`src/rtl/edge_evt_pkg.sv`:
```
// Shared constants and helpers for the edge event arbiter.
// Edge direction encoding, default channel count, channel index width.
package edge_evt_pkg;

  localparam logic EVT_FALL = 1'b0;
  localparam logic EVT_RISE = 1'b1;

  localparam int DEF_NCH = 4;

  // A channel index is never narrower than one bit.
  function automatic int ch_width(input int n);
    return (n <= 2) ? 1 : $clog2(n);
  endfunction

endpackage

```
`src/rtl/edge_event_arbiter_if.sv`:
```
// Valid/ready event port: channel index plus edge direction.
// The producer drives valid/ch/rise and the consumer drives ready.
interface edge_event_arbiter_if #(
  parameter int CH_W = 2
);

  logic            evt_valid;
  logic            evt_ready;
  logic [CH_W-1:0] evt_ch;
  logic            evt_rise;

  modport master (
    output evt_valid,
    output evt_ch,
    output evt_rise,
    input  evt_ready
  );

  modport slave (
    input  evt_valid,
    input  evt_ch,
    input  evt_rise,
    output evt_ready
  );

endinterface

```
`src/rtl/edge_event_cell.sv`:
```
// One channel: input sampling with priming, edge detection, and the
// pending/type/overflow state that the arbiter drains via i_grant.
module edge_event_cell (
  input  logic clk,
  input  logic rst,
  input  logic i_din,
  input  logic i_grant,
  input  logic i_ovf_clr,
  output logic o_pending,
  output logic o_type,
  output logic o_ovf
);

  logic r_prime;
  logic r_s;
  logic r_p;
  logic r_pending;
  logic r_type;
  logic r_ovf;

  logic w_edge;
  logic w_lost;

  // Until primed, s and p both load din so a level held through reset is not an edge.
  assign w_edge = r_prime & (r_s ^ r_p);
  assign w_lost = w_edge & r_pending & ~i_grant;

  // Sampling pipeline and prime flag.
  always_ff @(posedge clk or posedge rst) begin
    if (rst) begin
      r_prime <= 1'b0;
      r_s     <= 1'b0;
      r_p     <= 1'b0;
    end else begin
      r_prime <= 1'b1;
      r_s     <= i_din;
      r_p     <= r_prime ? r_s : i_din;
    end
  end

  // A new edge beats a concurrent grant; the grant carries the previous type.
  always_ff @(posedge clk or posedge rst) begin
    if (rst) begin
      r_pending <= 1'b0;
      r_type    <= 1'b0;
    end else if (w_edge) begin
      r_pending <= 1'b1;
      r_type    <= r_s;
    end else if (i_grant) begin
      r_pending <= 1'b0;
    end
  end

  // Sticky overflow; a fresh loss outranks the clear pulse.
  always_ff @(posedge clk or posedge rst) begin
    if (rst) begin
      r_ovf <= 1'b0;
    end else if (w_lost) begin
      r_ovf <= 1'b1;
    end else if (i_ovf_clr) begin
      r_ovf <= 1'b0;
    end
  end

  assign o_pending = r_pending;
  assign o_type    = r_type;
  assign o_ovf     = r_ovf;

endmodule

```
`src/rtl/edge_event_arbiter.sv`:
```
// Either-edge event collector: per-channel cells feed a round-robin
// arbiter that loads a single valid/ready event slot.
module edge_event_arbiter
  import edge_evt_pkg::*;
#(
  parameter int NCH  = DEF_NCH,
  parameter int CH_W = ch_width(NCH)
) (
  input  logic                    clk,
  input  logic                    rst,
  input  logic [NCH-1:0]          din,
  input  logic [NCH-1:0]          ovf_clr,
  output logic [NCH-1:0]          ovf,
  edge_event_arbiter_if.master    evt
);

  localparam int SW = CH_W + 1;

  logic [NCH-1:0]  w_pending;
  logic [NCH-1:0]  w_type;
  logic [NCH-1:0]  w_grant;
  logic            w_slot_free;
  logic            w_found;
  logic [CH_W-1:0] w_sel;
  logic [CH_W-1:0] w_idx;
  logic [SW-1:0]   w_sum;
  logic [CH_W-1:0] w_rr_next;

  logic            r_valid;
  logic [CH_W-1:0] r_ch;
  logic            r_rise;
  logic [CH_W-1:0] r_rr;

  for (genvar g = 0; g < NCH; g++) begin : g_cell
    edge_event_cell u_cell (
      .clk       (clk),
      .rst       (rst),
      .i_din     (din[g]),
      .i_grant   (w_grant[g]),
      .i_ovf_clr (ovf_clr[g]),
      .o_pending (w_pending[g]),
      .o_type    (w_type[g]),
      .o_ovf     (ovf[g])
    );
  end

  // Accepting and reloading happen in the same cycle.
  assign w_slot_free = ~r_valid | evt.evt_ready;

  // First pending channel at or after rr, wrapping modulo NCH.
  always_comb begin
    w_found = 1'b0;
    w_sel   = {CH_W{1'b0}};
    w_sum   = {SW{1'b0}};
    w_idx   = {CH_W{1'b0}};
    for (int k = 0; k < NCH; k++) begin
      w_sum = {1'b0, r_rr} + SW'(k);
      if (w_sum >= SW'(NCH)) begin
        w_sum = w_sum - SW'(NCH);
      end else begin
        w_sum = w_sum;
      end
      w_idx = w_sum[CH_W-1:0];
      if (!w_found && w_pending[w_idx]) begin
        w_found = 1'b1;
        w_sel   = w_idx;
      end else begin
        w_found = w_found;
      end
    end
  end

  // One-hot grant back to the winning cell and the pointer that follows it.
  always_comb begin
    w_grant   = {NCH{1'b0}};
    w_rr_next = r_rr;
    if (w_slot_free && w_found) begin
      w_grant[w_sel] = 1'b1;
      if (w_sel == CH_W'(NCH - 1)) begin
        w_rr_next = {CH_W{1'b0}};
      end else begin
        w_rr_next = w_sel + CH_W'(1);
      end
    end else begin
      w_grant   = {NCH{1'b0}};
      w_rr_next = r_rr;
    end
  end

  // Event slot and round-robin pointer.
  always_ff @(posedge clk or posedge rst) begin
    if (rst) begin
      r_valid <= 1'b0;
      r_ch    <= {CH_W{1'b0}};
      r_rise  <= EVT_FALL;
      r_rr    <= {CH_W{1'b0}};
    end else if (w_slot_free) begin
      if (w_found) begin
        r_valid <= 1'b1;
        r_ch    <= w_sel;
        r_rise  <= w_type[w_sel];
        r_rr    <= w_rr_next;
      end else begin
        r_valid <= 1'b0;
      end
    end
  end

  assign evt.evt_valid = r_valid;
  assign evt.evt_ch    = r_ch;
  assign evt.evt_rise  = r_rise;

endmodule

```
`src/flat_wrapper.sv`:
```
// flat-port wrapper written by rule: the top's interface ports become plain ports
module edge_event_arbiter_flat import edge_evt_pkg::*;
#(
  parameter int NCH  = DEF_NCH,
  parameter int CH_W = ch_width(NCH)
)
  (clk, rst, din, ovf_clr, ovf, evt_evt_valid, evt_evt_ch, evt_evt_rise, evt_evt_ready);
  edge_event_arbiter_if #(.CH_W(CH_W)) evt_i ();
  input  logic clk;
  input  logic rst;
  input  logic [NCH-1:0] din;
  input  logic [NCH-1:0] ovf_clr;
  output logic [NCH-1:0] ovf;
  output wire logic [$bits(evt_i.evt_valid)-1:0] evt_evt_valid;
  output wire logic [$bits(evt_i.evt_ch)-1:0] evt_evt_ch;
  output wire logic [$bits(evt_i.evt_rise)-1:0] evt_evt_rise;
  input wire logic [$bits(evt_i.evt_ready)-1:0] evt_evt_ready;
  assign evt_evt_valid = evt_i.evt_valid;
  assign evt_evt_ch = evt_i.evt_ch;
  assign evt_evt_rise = evt_i.evt_rise;
  assign evt_i.evt_ready = evt_evt_ready;
  edge_event_arbiter #(.NCH(NCH), .CH_W(CH_W)) u_core (.clk(clk), .rst(rst), .din(din), .ovf_clr(ovf_clr), .ovf(ovf), .evt(evt_i));
endmodule
```
`config.mk`:
```
export PLATFORM = sky130hd
export DESIGN_NAME = edge_event_arbiter_flat
export DESIGN_NICKNAME = d
export VERILOG_FILES = /design/src/rtl/edge_evt_pkg.sv /design/src/rtl/edge_event_arbiter_if.sv /design/src/rtl/edge_event_cell.sv /design/src/rtl/edge_event_arbiter.sv /design/src/flat_wrapper.sv
export SDC_FILE = /design/constraint.sdc
export NUM_CORES = 1
export LEC_CHECK = 0
export BUFFER_PORTS_ARGS = -buffer_cell sky130_fd_sc_hd__buf_4
export CORE_MARGIN = 1.5
export CORE_UTILIZATION = 30
export DETAILED_ROUTE_END_ITERATION = 8
export PLACE_DENSITY = 0.5
export SETUP_SLACK_MARGIN = 0.15
export SLEW_MARGIN = 0
export SYNTH_ARGS = -nofsm -noshare
export SYNTH_HDL_FRONTEND = slang
export SYNTH_HIERARCHICAL = 1
export SYNTH_SLANG_ARGS = --single-unit
```
`constraint.sdc`:
```
create_clock -name clk -period 4.63 [get_ports clk]
set_input_delay 0 -clock clk [delete_from_list [all_inputs] [get_ports clk]]
set_output_delay 0 -clock clk [all_outputs]
set_load 0.01 [all_outputs]
```
==> metrics.md <==
| Metric | Value |
|---|---|
| Run status | `complete, no violations` |
| Worst Setup EP | `u_core/g_cell[0].u_cell/o_ovf` |
| Crit path capture type | `flop` |
| Yosys top cell by area | `dfrtp_1` |
| Post-synthesis register bit count | `30` |
| Fin crit period | `roughly 1.9 ns` |
| Clk Latency, worst-skew pair | `around 0.27 ns` |
| Gate Count Post-Synth | `121` |
| Sequential share of the synthesized area | `54.55%` |
| Area after DPL | `1577 sq um` |
| Synth Area in Compound Gates | `18.64%` |
| Final Max Slew Viols | `0` |
| Worst EP required | `between 4 and 5 ns` |
| Place WS | `2.741 ns` |
| Least-Margin Pin Slew | `between 0.5 and 0.6 ns` |
| Syn avg cell area | `11.37 sq um` |
| Initial Utilization | `31.39%` |
| Yosys warnings | `6` |
| Worst VDD drop | `0.0001711 V` |
| CTS Root Cell | `clkbuf_8` |
| Distinct cell type count of the synthesized netlist | `25` |
| Relative slew margins | `61.30%` |
| Die ar. | `5003 sq um` |
| Total GRT Usage | `10.82%` |
| Reg-to-reg endpoint | `u_core/g_cell[0].u_cell/o_ovf` |
| Mux share of post-synthesis cell area | `5.545%` |
| Die Height | `roughly 71 um` |
| Synth top area cells | `dfrtp_1 55%, inv_1 4.9%, o41ai_2 4.7%` |
| Min-delay src | `ovf_clr[0]` |
| Register area | `around 750 sq um` |
| R2r setup slk | `2.72 ns` |
| Most common cell after layout, fill and taps aside | `dfrtp_1` |
| Multi-input logic area | `~560 sq um` |
| Post-Synth XOR/XNOR Area | `roughly 2.5%` |
| Layout cells sized above 1 | `a little under a quarter` |
| Per-cell routed wire length | `11.55 um` |
| CP startpoint | `u_core/r_rr[1]` |
| Port bufs | `18` |
| CTS tree | `built` |
| Final HPWL DP | `roughly 1.8 mm` |
| Power Dens Cells | `517.5 nW/um^2` |
| Number of global-route vias before repair | `~950` |
| Min setup slack post-route | `2.718 ns` |
| Leak | `around 0.00084 uW` |
| Row cnt | `24` |
| Post-route cell area | `1748 sq um` |
| Via count | `947` |
| Main combinational cell family by area after synthesis | `compound AO/OA/AOI/OAI gates` |
| DR pass1 iterations | `4` |
| CP startpoint kind | `flop` |
| TritonCTS buffer count | `5` |
| Placed cell count | `about 190` |
| Synth Cell Area | `1376 sq um` |
| Crit Path Class | `reg -> reg` |
| Layout Nets | `169` |
| Maxcap violations | `0` |
| Clock transition at path regs | `0.06 ns` |
| Final critical-path share of the clock period | `about two fifths` |
| Worst clock skew | `0.007169 ns` |
| Area share of the largest cell type after synthesis | `54.55%` |
| Max Buffers Root-to-Sink | `2` |
| Simple-Gate Fraction of Synth Area | `under 10%` |
| Grt total ovfl | `0` |
| Die X | `70.73 um` |
| Clk sink count | `30` |
| Routed Antenna Nets | `0` |
| Most frequent cells in the layout | `30 x dfrtp_1, 18 x buf_4, 18 x inv_1` |
| Global-route wire length before repair | `4.146 mm` |
| Core area | `4384 sq um` |
| # DRC | `0` |
| Largest net degree at the start of global routing | `10` |
| Iteration-0 DRC Markers | `44` |
| Total negative slack | `0 ns` |
| Fill count | `roughly 450` |
| Number of gates resized after CTS | `0` |
| Area growth syn-to-layout | `27.00%` |
| Final hold violation count | `0` |
| Start of the worst register-to-register path | `u_core/r_rr[1]` |
| Initial antenna violation count | `0` |
| Hold WC Path Type | `in -> reg` |
| RSZ-0062 raised after global routing | `no` |
| Ant. Diodes | `0` |
| Finished Layout Cells | `207` |
| Final setup viols | `0` |
| GPL Wtd Cong | `0.7301` |
| H-tree Lvls | `2` |
| Fin util | `39.87%` |
| I/O Pins | `19` |
| DR vias/cell | `roughly 4.6` |
| Syn nets | `136` |
| Total Wirelength | `2.391 mm` |
| Arr. time, crit path | `around 2.1 ns` |
| Number of cells on the worst reg-to-reg path | `7` |
| Crit-path max FO | `7` |
| Fmax | `523.1 MHz` |
| Synth Area in Adders | `3.636%` |
## cell type report
class                   instances  area share, %
clock buffers                   7          4.939
well taps                      52          3.722
repair buffers                 26          12.31
clock inverters                 1         0.2863
multi-input cells              73          31.93
flip-flops and latches         30          42.95
inverters                      18          3.865
## worst min-delay path by stage
| stage | cells after the start | slack (ns) | endpoint |
|---|---|---|---|
| final | 3 | 0.02 | u_core/g_cell[0].u_cell/o_ovf |
| after global routing | 3 | 0.02 | u_core/g_cell[0].u_cell/o_ovf |
| after CTS | 3 | 0.01 | u_core/g_cell[0].u_cell/o_ovf |
| after detailed placement | 2 | -0.03 | u_core/g_cell[2].u_cell/o_ovf |
| after global placement | 2 | -0.04 | u_core/g_cell[1].u_cell/o_ovf |
| after floorplan | 1 | -0.21 | u_core/evt.evt_ch[0] |
## cells in the mapped netlist
cell        n
o2bb2ai_1   4
or3b_1      1
o22ai_1     4
mux2i_1     2
xnor2_1     4
nand3_1     1
inv_1      18
dfrtp_1    30
o311ai_2    1
ha_1        4
o21ai_0     4
o2bb2a_1    1
mux2_2      4
o41ai_2     4
a21o_1      2
mux2_1      1
nand2b_1    8
and2_1      4
o221ai_2    1
nor4_1      1
a211oi_1    1
nand2_1     8
a21boi_1    1
conb_1      4
a21oi_1     8
## metal layers
layer	vias to the layer above	track usage, %	part of all wire (%)
met5	-	0	0
met4	0	5.241	1.5
met3	4	4.843	4.9
met2	16	16.72	47
met1	455	12.85	46
li1	472	-	-
## cells by family (layout without fill, tap and decap cells)
family,count (synthesis),after routing
AO/OA/AOI/OAI,31,31
flip-flops,30,30
AND/OR/NAND/NOR,23,23
buffers and inverters,18,52
multiplexers,7,7
adder cells (fa/ha/maj),4,4
other,4,4
XOR/XNOR,4,4
## stage by stage
step | hold slack [ns] | power [uW]
4_1_cts | 0.01119 | 916.6
5_1_grt | 0.02146 | 983.7
3_5_place_dp | -0.02887 | 695.4
6_report | 0.02067 | 904.6
2_1_floorplan | -0.2090 | 595.8
3_3_place_gp | -0.03864 | 692.0
## sequential cells by signal (all words and copies together), names as in the netlist
| signal | flops |
|---|---|
| u_core/evt.evt_ch | 2 |
| u_core/evt.evt_rise | 1 |
| u_core/g_cell.u_cell/r_s | 4 |
| u_core/g_cell.u_cell/r_prime | 4 |
| u_core/g_cell.u_cell/o_pending | 4 |
| u_core/g_cell.u_cell/o_type | 4 |
| u_core/r_rr | 2 |
| u_core/g_cell.u_cell/r_p | 4 |
| u_core/g_cell.u_cell/o_ovf | 4 |
| u_core/evt.evt_valid | 1 |
## what timing repair did
| item | 4_1_cts | 5_1_grt |
|---|---|---|
| hold buffers | 8 | 0 |
| hold endpoints to repair | 41 | 0 |
| setup buffers | 0 | 0 |
## power by group
group          internal, uW  switching, uW
combinational           151            160
sequential              325           59.2
clock                   120           90.5
total                   595            309
## critical path, cell delays in order (launching register included)
cell and delay (ns):
dfrtp_1 0.44, a21oi_1 0.16, o21ai_0 0.08, o2bb2a_1 0.35, inv_1 0.11, ha_1 0.18
and2_1 0.15, o41ai_2 0.33
Note: power is estimated with default switching activity, not from simulation.
